## src/rtl/debug_ring_segment.sv

```systemverilog
// Buffered DII ring segment: PORTS router stations in a chain, each with an input FIFO,
// a destination-ID route FSM and a packet-atomic round-robin arbiter for local injection.
module debug_ring_segment #(
    parameter int PORTS      = 4,
    parameter int BUF_DEPTH  = 4,
    parameter int ID_WIDTH   = 10,
    parameter int ID_BASE    = 0,
    parameter int DATA_WIDTH = 16
) (
    input  logic                               clk,
    input  logic                               rstn,
    input  logic [DATA_WIDTH+1:0]              ring_in,
    output logic                               ring_in_ready,
    output logic [DATA_WIDTH+1:0]              ring_out,
    input  logic                               ring_out_ready,
    input  logic [PORTS-1:0][DATA_WIDTH+1:0]   local_in,
    output logic [PORTS-1:0]                   local_in_ready,
    output logic [PORTS-1:0][DATA_WIDTH+1:0]   local_out,
    input  logic [PORTS-1:0]                   local_out_ready
);
    // Flit layout: {valid, last, data}
    localparam int FW = DATA_WIDTH + 2;
    localparam int SW = DATA_WIDTH + 1;
    localparam int AW = $clog2(BUF_DEPTH);

    typedef enum logic [1:0] {R_IDLE, R_DELIVER, R_FORWARD} route_t;
    typedef enum logic [1:0] {A_IDLE, A_RING, A_LOCAL} arb_t;

    logic [PORTS:0][FW-1:0] link;
    logic [PORTS:0]         link_ready;

    assign link[0]           = ring_in;
    assign ring_in_ready     = link_ready[0];
    assign ring_out          = link[PORTS];
    assign link_ready[PORTS] = ring_out_ready;

    for (genvar i = 0; i < PORTS; i++) begin : g_st
        localparam logic [ID_WIDTH-1:0] MY_ID = ID_WIDTH'(ID_BASE + i);

        logic [SW-1:0]         mem [BUF_DEPTH];
        logic [AW-1:0]         wptr, rptr;
        logic [AW:0]           count;
        logic                  full, head_valid, push, pop;
        logic [SW-1:0]         head;
        route_t                route_q, route_d, route_eff;
        arb_t                  arb_q, arb_d;
        logic                  ptr_q, ptr_d;
        logic                  deliver, fwd_valid, lin_valid;
        logic                  sel_ring, sel_local, out_valid, out_last, xfer;
        logic [DATA_WIDTH-1:0] out_data;

        // Ready is registered-only so no ready path spans more than one station.
        assign full          = (count == (AW+1)'(BUF_DEPTH));
        assign head_valid    = (count != '0);
        assign link_ready[i] = !full;
        assign push          = link[i][FW-1] && !full;
        assign head          = mem[rptr];

        always_ff @(posedge clk) begin
            if (push) mem[wptr] <= link[i][SW-1:0];
        end

        // Route decision applies to the head in the same cycle it becomes visible.
        always_comb begin
            route_eff = route_q;
            if (route_q == R_IDLE)
                route_eff = (head[ID_WIDTH-1:0] == MY_ID) ? R_DELIVER : R_FORWARD;
        end

        assign deliver   = head_valid && (route_eff == R_DELIVER);
        assign fwd_valid = head_valid && (route_eff == R_FORWARD);
        assign lin_valid = local_in[i][FW-1];
        assign local_out[i] = {deliver, head};

        always_comb begin
            sel_ring  = 1'b0;
            sel_local = 1'b0;
            case (arb_q)
                A_RING:  sel_ring  = 1'b1;
                A_LOCAL: sel_local = 1'b1;
                default: begin
                    if (fwd_valid && lin_valid) begin
                        sel_ring  = !ptr_q;
                        sel_local = ptr_q;
                    end else begin
                        sel_ring  = fwd_valid;
                        sel_local = lin_valid;
                    end
                end
            endcase
        end

        assign out_valid = (sel_ring && fwd_valid) || (sel_local && lin_valid);
        assign out_last  = sel_ring ? head[DATA_WIDTH] : local_in[i][FW-2];
        assign out_data  = sel_ring ? head[DATA_WIDTH-1:0] : local_in[i][DATA_WIDTH-1:0];
        assign link[i+1] = {out_valid, out_last, out_data};
        assign xfer      = out_valid && link_ready[i+1];
        assign local_in_ready[i] = sel_local && link_ready[i+1];
        assign pop = (deliver && local_out_ready[i]) ||
                     (sel_ring && fwd_valid && link_ready[i+1]);

        always_comb begin
            route_d = route_q;
            arb_d   = arb_q;
            ptr_d   = ptr_q;
            if (pop)
                route_d = head[DATA_WIDTH] ? R_IDLE : route_eff;
            if (xfer) begin
                arb_d = out_last ? A_IDLE : (sel_ring ? A_RING : A_LOCAL);
                // The pointer only turns on a contended grant, so the loser goes first next time.
                if (arb_q == A_IDLE && fwd_valid && lin_valid)
                    ptr_d = sel_ring;
            end
        end

        always_ff @(posedge clk) begin
            if (!rstn) begin
                wptr    <= '0;
                rptr    <= '0;
                count   <= '0;
                route_q <= R_IDLE;
                arb_q   <= A_IDLE;
                ptr_q   <= 1'b0;
            end else begin
                if (push) wptr <= wptr + AW'(1);
                if (pop)  rptr <= rptr + AW'(1);
                count   <= count + (AW+1)'(push) - (AW+1)'(pop);
                route_q <= route_d;
                arb_q   <= arb_d;
                ptr_q   <= ptr_d;
            end
        end
    end
endmodule

```

## config.mk

```make
export PLATFORM = sky130hd
export DESIGN_NAME = debug_ring_segment
export DESIGN_NICKNAME = d
export VERILOG_FILES = /design/src/rtl/debug_ring_segment.sv
export SDC_FILE = /design/constraint.sdc
export NUM_CORES = 1
export LEC_CHECK = 0
export ABC_AREA = 1
export CAP_MARGIN = 0
export CORE_ASPECT_RATIO = 0.5
export CORE_UTILIZATION = 50
export CTS_CLUSTER_SIZE = 40
export DETAILED_ROUTE_END_ITERATION = 10
export PLACE_DENSITY = 0.76
export SLEW_MARGIN = 5
export SYNTH_ARGS = -nofsm -noshare
export SYNTH_HDL_FRONTEND = slang
export SYNTH_SLANG_ARGS = --single-unit
```

## constraint.sdc

```tcl
create_clock -name clk -period 2.8 [get_ports clk]
set_input_delay 0.42 -clock clk [delete_from_list [all_inputs] [get_ports clk]]
set_output_delay 0.42 -clock clk [all_outputs]
set_load 0.02 [all_outputs]
```

==> reports/qor.yml, run 1 <==
route:
  via_count: 11164
  wl_per_cell_um: 16.4
  firstDrtPassIters: 5
  drtAntennaViolNets: 0
  finalWirelength_um: 35700
  drtIter0Drc: 904
  drc: 0
  viasPerCell: 5.13
grt:
  grtUsageTotal_pct: 22.6
  grt_pass1_wl_um: 53700
  grt_max_degree: 30
  grt_pass1_vias: 10489
  overflow: 0
  antenna_found_initial: 0
synth:
  synth_top_family_by_area: "simple AND/OR/NAND/NOR gates"
  yosysSeqAreaShare_pct: 62.7
  synth_cells: 1446
  synthArstFlopShare_pct: 0
  synth.distinct_cells: 42
  synth_edf_count: 272
  synthMuxAreaShare_pct: 0.0760
  syn_area_per_cell_um2: 10.2
  synth_compound_gate_area_share_pct: 6.82
  synth.net_count: 1583
  synthSimpleGateAreaFrac_pct: 19.5
  synth_warnings: 0
  syn_area_um2: 14800
  postSynth.topFlopCell: "edfxtp_1"
  synth_seq_cells: 328
  synthAdderAreaFrac_pct: 3.58
  synth-xor-area-share_pct: 0.237
min_path:
  min_to: "g_st[0].ptr_q"
  holdCritPathClass: "flip-flop to flip-flop"
  min_from: "g_st[0].ptr_q"
  worstHoldPathCells: 2
setup_path:
  cp.arrival_ns: 2.60
  cp-end-kind: "primary output"
  crit_path_cell_trace: "buf_12 -> buf_12 -> nand2_2 -> nand3_4 -> nand2_4 -> nand2_2 -> nor2_2 -> nand3_2 -> nand4_1 -> nand2_2 -> inv_4 -> buf_6 -> buf_16 -> nand2_2 -> o21ai_1 -> buf_4"
  crit_path_max_incr_delay_ns: 0.36
  timing.rr.end: "g_st[3].count[2]"
  cp.required_ns: 2.38
  rr_worst_depth: 20
  start_kind: "flip-flop"
  critical_path_class: "flip-flop to primary output"
  critPathMaxFanout: 7
  reg2reg_slack_ns: -0.09
  path_common_cell: "nand2_2"
  crit_slowest_cell: "dfxtp_4"
placement:
  place_hpwl_um: 23500
  io_buffers: 191
  place.gp.congestion: 0.908
  place_area_um2: 17800
  dp_slack_ns: -0.0984
power_and_ir_drop:
  power_density_nw_per_um2: 1300
  p_leak_nw: 8.16
  power_switching_w: 0.0104
  total_power_w: 0.0257
  irDropWorstVdd_uv: 974
  p_seq_share_pct: 30.2
  comb_power_share_pct: 55.2
  internal-power_w: 0.0153
  swShare_pct: 40.6
  p_clk_share_pct: 14.6
die:
  die_w_um: 245
  start_util_pct: 50.9
  rows: 44
  ios: 192
  dieArea_um2: 30400
  die_height_um: 124
  core_area_um2: 29100
timing:
  grt_setup_unrepaired: "yes"
  final_max_slew_viol_count: 0
  finalHoldViolCount: 0
  fmax_mhz: 331
  worst_pin_slew_ns: 0.531
  finalSetupViolations: 19
  fin_crit_sh_pct: 108
  finalCriticalPeriod_ns: 3.02
  setup_tns_ns: -2.90
  fin_ws_ns: -0.217
  clock_skew_ns: 0.0138
  relSlewSlack_pct: 64.2
finish:
  antennaDiodeCount: 0
  syn_to_final_growth_pct: 33.8
  regArea_um2: 9310
  stdcell_area_um2: 19800
  multi_input_area_um2: 5050
  fill_cells: 2069
  final_nets: 1903
  drive_above_1_share_pct: 23.4
clocking:
  cts_inserted_buffers: 28
  clk_latency_ns: 0.56
  cts_root_buf: "clkbuf_16"
  cts_max_path_buffers: 3
  cts_tree: "yes"
  clock_sinks: 328
  htree_levels: 1
  clk_pin_slew_ns: 0.07
job:
  maxCapViolCount: 0
outcome:
  violations: "setup timing"
  status: "finished with violations"
## worst max-delay path by stage
stage,start,endpoint,slack (ns),cells past startpoint
after global placement,flip-flop,ring_out[8],0.01,13
final,flip-flop,ring_out[4],-0.22,16
after floorplan,flip-flop,g_st[1].mem[0][0],0.05,12
after global routing,flip-flop,ring_out[4],-0.34,16
after CTS,flip-flop,ring_out[4],-0.19,15
after detailed placement,flip-flop,g_st[0].count[2],-0.1,17
## registers in the layout (all words and copies together) (netlist names), named ones only
name	flops
g_st.route_q	8
g_st.count	12
g_st.arb_q	8
g_st.mem	272
g_st.ptr_q	4
g_st.wptr	8
g_st.rptr	8
## metal layers
layer / track usage (%) / wire (µm)
met2: 42.6 / 18700
met1: 27.5 / 14200
met5: 0.163 / 0
met3: 3.21 / 1890
met4: 6.02 / 894
## what timing repair did
item / 4_1_cts / 5_1_grt
gates resized for setup: 183 / 198
pin swaps: 5 / 55
hold buffers: 0 / 0
endpoints found under the hold margin: 0 / 0
gates cloned: 3 / 3
endpoints found under the setup margin: 45 / 121
buffers inserted: 18 / 23
## placed cells by master (no fill, tap or decap), drive strengths merged
master,count
edfxtp,272
a31oi,6
and2,6
fa,4
nor2,185
nand3b,3
a21oi,24
dlymetal6s2s,15
a32oi,1
clkdlybuf4s50,142
dfxtp,56
a211oi,3
xor2,3
o21ai,123
nand4,5
mux2,1
clkinv,11
dlygate4sd2,7
ha,36
xnor2,1
nor3,1
buf,179
clkinvlp,2
clkbuf,48
o22ai,27
o2111ai,2
nand3,93
bufinv,1
nand2,392
inv,138
## power groups by stage
stage	clock network [W]	logic [W]	registers (W)
2_1_floorplan	0	0.00707	0.00768
3_3_place_gp	0	0.0119	0.00777
3_5_place_dp	0	0.0122	0.00781
4_1_cts	0.00381	0.0128	0.00775
5_1_grt	0.00400	0.0154	0.00787
6_report	0.00375	0.0142	0.00777
## cells in the mapped netlist (16+ instances only)
cell type	count	share of area [%]
o22ai_1	27	1.1
dfxtp_1	56	7.6
ha_1	36	3.0
edfxtp_1	272	55
inv_1	123	3.1
nor2_1	182	4.6
buf_6	24	1.8
nand2_1	372	9.4
nand3_1	88	3.0
a21oi_1	23	0.78
buf_4	16	0.81
o21ai_0	106	3.6
## logic make-up after synthesis
kind of cell    count (synthesis)
compound gates                186
xor+xnor                        4
fa+ha+maj                      40
buf+inv                       202
flops                         328
mux                             1
simple gates                  685
## layout make-up
| type | instances | share of cell area, % |
|---|---|---|
| Timing Repair Buffer | 350 | 17.5 |
| Clock buffer | 41 | 3.99 |
| Tap cell | 391 | 2.47 |
| Multi-Input combinational cell | 916 | 25.5 |
| Inverter | 140 | 3.01 |
| Clock inverter | 10 | 0.404 |
| Timing Repair inverter | 2 | 0.139 |
| Sequential cell | 328 | 47.0 |
## stage by stage
stage / utilization (%) / hold slack (ns) / std cells
after floorplan: - / 0.452 / 1446
after detailed placement: 61.1 / 0.476 / 2082
final: 68.2 / 0.487 / 2178
after CTS: 65.4 / 0.484 / 2154
after global placement: 61.1 / 0.471 / 2082
after global routing: 68.2 / 0.499 / 2178
## critical path: cells and delay by family (launching register included)
| kind | cells | cell delay [ns] |
|---|---|---|
| AND/OR/NAND/NOR | 9 | 0.83 |
| buffers and inverters | 6 | 0.78 |
| flip-flops | 1 | 0.36 |
| AO/OA/AOI/OAI | 1 | 0.07 |
(Power assumes the default switching activity.)
==> inputs of run 2 (changes only) <==
Settings changed: CORE_MARGIN from default to 8.
Clock period 2.8 ns to 2.5 ns, I/O delays scaled along.
==> reports/qor.yml, run 2 (synthesized netlist as in run 1, its figures left out) <==
setup_path:
  crit_slowest_cell: "dfxtp_4"
  start_kind: "flip-flop"
  crit_path_cell_trace: "buf_12 -> inv_4 -> nand2_2 -> nand3_2 -> nand3b_1 -> nor2_4 -> nand3_2 -> nand4_1 -> nand2_2 -> clkinv_4 -> buf_12 -> nand2_1 -> nand2_4 -> buf_6"
  cp.arrival_ns: 2.55
  cp.required_ns: 2.12
  critPathMaxFanout: 11
  crit_path_max_incr_delay_ns: 0.39
  cp-end-kind: "primary output"
  critical_path_class: "flip-flop to primary output"
timing:
  fin_ws_ns: -0.421
  worst_pin_slew_ns: 0.505
  fin_crit_sh_pct: 117
  clock_skew_ns: 0.0217
  final_max_slew_viol_count: 0
  fmax_mhz: 342
  finalCriticalPeriod_ns: 2.92
  finalSetupViolations: 40
  grt_setup_unrepaired: "yes"
  finalHoldViolCount: 0
  relSlewSlack_pct: 66.0
outcome:
  violations: "setup timing"
  status: "finished with violations"
route:
  wl_met3_um: 2260
  firstDrtPassIters: 6
  wl_met1_um: 15500
  finalWirelength_um: 42400
  wl_per_cell_um: 18.6
  drtIter0Drc: 1172
  via_count: 12159
  drtAntennaViolNets: 0
  drc: 0
  dr.max_layer_used: "met4"
  route.met2.wl_um: 23000
  viasPerCell: 5.33
die:
  ios: 192
  die_height_um: 138
  start_util_pct: 50.9
  core_area_um2: 29100
  die_w_um: 259
  dieArea_um2: 35700
  rows: 44
job:
  maxCapViolCount: 0
placement:
  dp_slack_ns: -0.325
  place_hpwl_um: 26700
  dp_cells: 2141
  io_buffers: 191
  place.gp.congestion: 0.858
min_path:
  holdCritPathClass: "primary input to flip-flop"
clocking:
  clk_latency_ns: 0.56
  cts_inserted_buffers: 29
  cts_root_buf: "clkbuf_16"
  clock_sinks: 328
  htree_levels: 1
  clk_pin_slew_ns: 0.06
  holdBufCountCts: 0
  cts_max_path_buffers: 3
  cts_tree: "yes"
finish:
  fill_cells: 1830
  syn_to_final_growth_pct: 42.3
  stdcell_count: 2282
  antennaDiodeCount: 0
  mostFrequentLayoutCells: "edfxtp_1, nand2_1, buf_4, nor2_1, inv_1"
  top_register: "g_st.mem"
  largest_reg_flops: 272
  largestRegisters: "g_st.mem x272, g_st.count x12"
  layout_commonest_cell: "edfxtp_1"
  drive_above_1_share_pct: 34.0
  final_nets: 2005
grt:
  overflow: 0
  grt_pass1_wl_um: 60800
  grtUsageTotal_pct: 21.0
  grt_max_degree: 43
  grt_pass1_vias: 12061
  antenna_found_initial: 0
power_and_ir_drop:
  p_leak_nw: 8.74
  irDropWorstVdd_uv: 1340
  power_density_nw_per_um2: 1480
[run 2: cell types whose count changed in the layout (fill, tap and decap cells not counted), moves of 8 or more]
cell             previous run  this run
nand3_1                    68        48
nand3_2                    21        40
o21ai_0                    98        90
dlymetal6s2s_1             15         6
clkdlybuf4s50_1           142        97
buf_6                      20        39
clkbuf_2                    6        17
nand2_1                   303       267
dlygate4sd2_1               7        37
nor2_4                      6        20
nor2_1                    165       151
buf_4                     131       217
nand2_2                    66        97
[run 2: worst max-delay path: cells and delay by family (launching register included)]
| family | cells | cell delay, ns |
|---|---|---|
| and+or+nand+nor | 9 | 0.96 |
| buffers and inverters | 5 | 0.63 |
| DFF | 1 | 0.39 |
[run 2: power breakdown]
group,leakage [nW],switching (W),internal (W)
clock,0.481,0.00196,0.00259
combinational,5.31,0.0104,0.00738
sequential,2.94,0.000562,0.00821
total,8.74,0.0129,0.0182
[run 2: metal layers]
| metal | vias to the layer above | global-route usage, % |
|---|---|---|
| li1 | 5672 | - |
| met1 | 5890 | 22.7 |
| met2 | 475 | 41.8 |
| met3 | 122 | 3.42 |
| met4 | 0 | 6.68 |
| met5 | - | 0 |
[run 2: final timing paths]
check | cells past startpoint | to | startpoint | slack, ns
setup reg to reg | 17 | g_st[3].count[1] | flip-flop | -0.34
hold reg to reg | 2 | g_st[2].ptr_q | g_st[2].ptr_q | 0.50
setup / recovery | 14 | ring_out[12] | flip-flop | -0.42
hold / removal | 1 | g_st[0].mem[3][1] | ring_in[1] | 0.45
[run 2: metrics by stage]
step	area [µm²]	setup TNS [ns]	utilization (%)	hold slack (ns)	total power (W)
finish	21100	-9.90	72.5	0.451	0.0311
global route	21100	-21.44	72.5	0.442	0.0327
CTS	20000	-6.40	68.7	0.421	0.0290
detailed placement	18300	-8.94	63.1	0.487	0.0235
global placement	18300	-3.66	63.1	0.472	0.0230
floorplan	15000	-17.83	-	0.452	0.0168
[run 2: layout make-up]
cell class,instances,area [µm²],area share (%)
repair buffers,445,4100,19.4
well taps,391,489,2.32
flip-flops and latches,328,9310,44.2
multi-input cells,916,5520,26.2
clock inverters,7,65.1,0.309
repair inverters,8,82.6,0.392
inverters,140,606,2.87
clock buffers,47,907,4.30
[run 2: timing repair]
item	in CTS	in global routing
pin swaps	25	52
cloned	6	8
resized for setup	352	245
endpoints found under the hold margin	0	0
setup endpoints to repair	239	301
setup buffers	32	42
==> inputs of run 3 (changes only) <==
Settings changed: CORE_UTILIZATION 50 to 57, DONT_BUFFER_PORTS from default to 1, PLACE_DENSITY 0.76 to 0.75.
==> reports/qor.yml, run 3 (synthesized netlist as in run 1, its figures left out) <==
timing:
  grt_setup_unrepaired: "yes"
  finalHoldViolCount: 0
  fin_ws_ns: -0.370
  fin_crit_sh_pct: 115
  finalCriticalPeriod_ns: 2.87
  hold_slack_ns: 0.0317
  final_max_slew_viol_count: 0
  relSlewSlack_pct: 50.8
  clock_skew_ns: 0.0111
  finalSetupViolations: 48
  worst_pin_slew_ns: 0.738
  fmax_mhz: 348
die:
  dieArea_um2: 31700
  die_w_um: 244
  start_util_pct: 58.4
  die_height_um: 130
  ios: 192
  rows: 41
  core_area_um2: 25300
finish:
  layout_commonest_cell: "nand2_1"
  largest_reg_flops: 272
  mostFrequentLayoutCells: "nand2_1, edfxtp_1, buf_4, nor2_1, inv_1"
  stdcell_area_um2: 19100
  syn_to_final_growth_pct: 29.0
  antennaDiodeCount: 0
  largestRegisters: "g_st.mem x272, g_st.count x12"
  drive_above_1_share_pct: 31.1
  fill_cells: 1598
  top_register: "g_st.mem"
  final_nets: 1829
min_path:
  min_from: "ring_out_ready"
  holdCritPathClass: "primary input to flip-flop"
clocking:
  htree_levels: 1
  cts_inserted_buffers: 27
  clk_latency_ns: 0.55
  clk_pin_slew_ns: 0.07
  clock_sinks: 328
  cts_root_buf: "clkbuf_16"
  cts_max_path_buffers: 3
  cts_tree: "yes"
route:
  wl_per_cell_um: 18.7
  via_count: 11215
  viasPerCell: 5.45
  drc: 0
  drtIter0Drc: 898
  drtAntennaViolNets: 0
  firstDrtPassIters: 5
  finalWirelength_um: 38500
power_and_ir_drop:
  irDropWorstVdd_uv: 744
  p_leak_nw: 7.79
  power_density_nw_per_um2: 1490
grt:
  grt_pass1_wl_um: 55600
  antenna_found_initial: 0
  grt_pass1_vias: 10860
  grtUsageTotal_pct: 21.5
  overflow: 0
  grt_max_degree: 43
setup_path:
  critical_path_class: "flip-flop to primary output"
  cp.required_ns: 2.12
  cp.arrival_ns: 2.49
  start_kind: "flip-flop"
  cp-end-kind: "primary output"
  critPathMaxFanout: 11
outcome:
  status: "finished with violations"
  violations: "setup timing"
placement:
  place_hpwl_um: 24700
  io_buffers: 0
  place_area_um2: 16500
  place.gp.congestion: 0.888
job:
  maxCapViolCount: 0
[run 3: changes by cell type in the layout (fill, tap and decap cells not counted), moves of 16 or more]
cell	previous run	this run
nand2_2	97	78
buf_6	39	23
clkbuf_2	17	0
clkdlybuf4s50_1	97	0
nand2_1	267	294
dlygate4sd3_1	0	18
dlygate4sd2_1	37	0
[run 3: routing by layer]
layer,vias up,routed length [µm],share of wire (%),GRT usage (%)
met3,89,2560,6.7,4.20
met4,0,1340,3.5,7.50
met5,-,0,0,0
li1,5311,-,-,-
met2,463,20000,52,39.7
met1,5352,14600,38,25.2
[run 3: path summary, 6_finish.rpt]
| kind | to | slack, ns | depth (start not counted) |
|---|---|---|---|
| worst max register to register | g_st[2].count[1] | -0.24 | 18 |
| worst min register to register | g_st[0].arb_q[1] | 0.51 | 2 |
| worst min-delay path | g_st[3].ptr_q | 0.03 | 3 |
| worst max-delay path | ring_out[2] | -0.37 | 15 |
[run 3: critical path, stage by stage (launching register included)]
cell and delay (ns):
dfxtp_2 0.34, buf_12 0.13, buf_6 0.12, nand3_1 0.10
nand2_2 0.10, nand2_1 0.07, nor2_2 0.11, nand3_2 0.11
buf_6 0.14, nand4_1 0.10, nand2_2 0.11, clkinv_4 0.11
buf_12 0.13, nand2_1 0.05, o21ai_0 0.06, buf_4 0.16
[run 3: timing repair]
| action | 4_1_cts | 5_1_grt |
|---|---|---|
| resized for setup | 71 | 170 |
| gates cloned | 4 | 12 |
| setup endpoints to repair | 85 | 299 |
| hold buffers | 19 | 0 |
| buffers inserted | 29 | 28 |
| endpoints found under the hold margin | 115 | 0 |
| pin swaps | 22 | 43 |
[run 3: layout make-up]
cell class,count,area [µm²],area share (%)
sequential,328,9310,48.7
multi-input combinational,916,5250,27.5
timing repair buffer,275,2620,13.7
clock buffer,35,726,3.80
inverter,140,613,3.21
tap,344,430,2.25
clock inverter,14,111,0.583
timing repair inverter,4,45.0,0.236
[run 3: per-stage QoR]
step                utilization, %  worst slack [ns]  total power, W  setup TNS [ns]  instances
floorplan                        -            -0.157          0.0168          -17.83       1446
global placement              65.0           -0.0720          0.0209          -0.303       1915
detailed placement            65.0            -0.236          0.0214           -3.51       1915
CTS                           71.3            -0.379          0.0266           -7.37       2016
global route                  75.4            -0.556          0.0302          -22.28       2056
finish                        75.4            -0.370          0.0285           -8.68       2056
[run 3: power breakdown]
group	internal (W)	switching [W]
combinational	0.00605	0.00959
sequential	0.00821	0.000532
clock	0.00224	0.00189
total	0.0165	0.0120
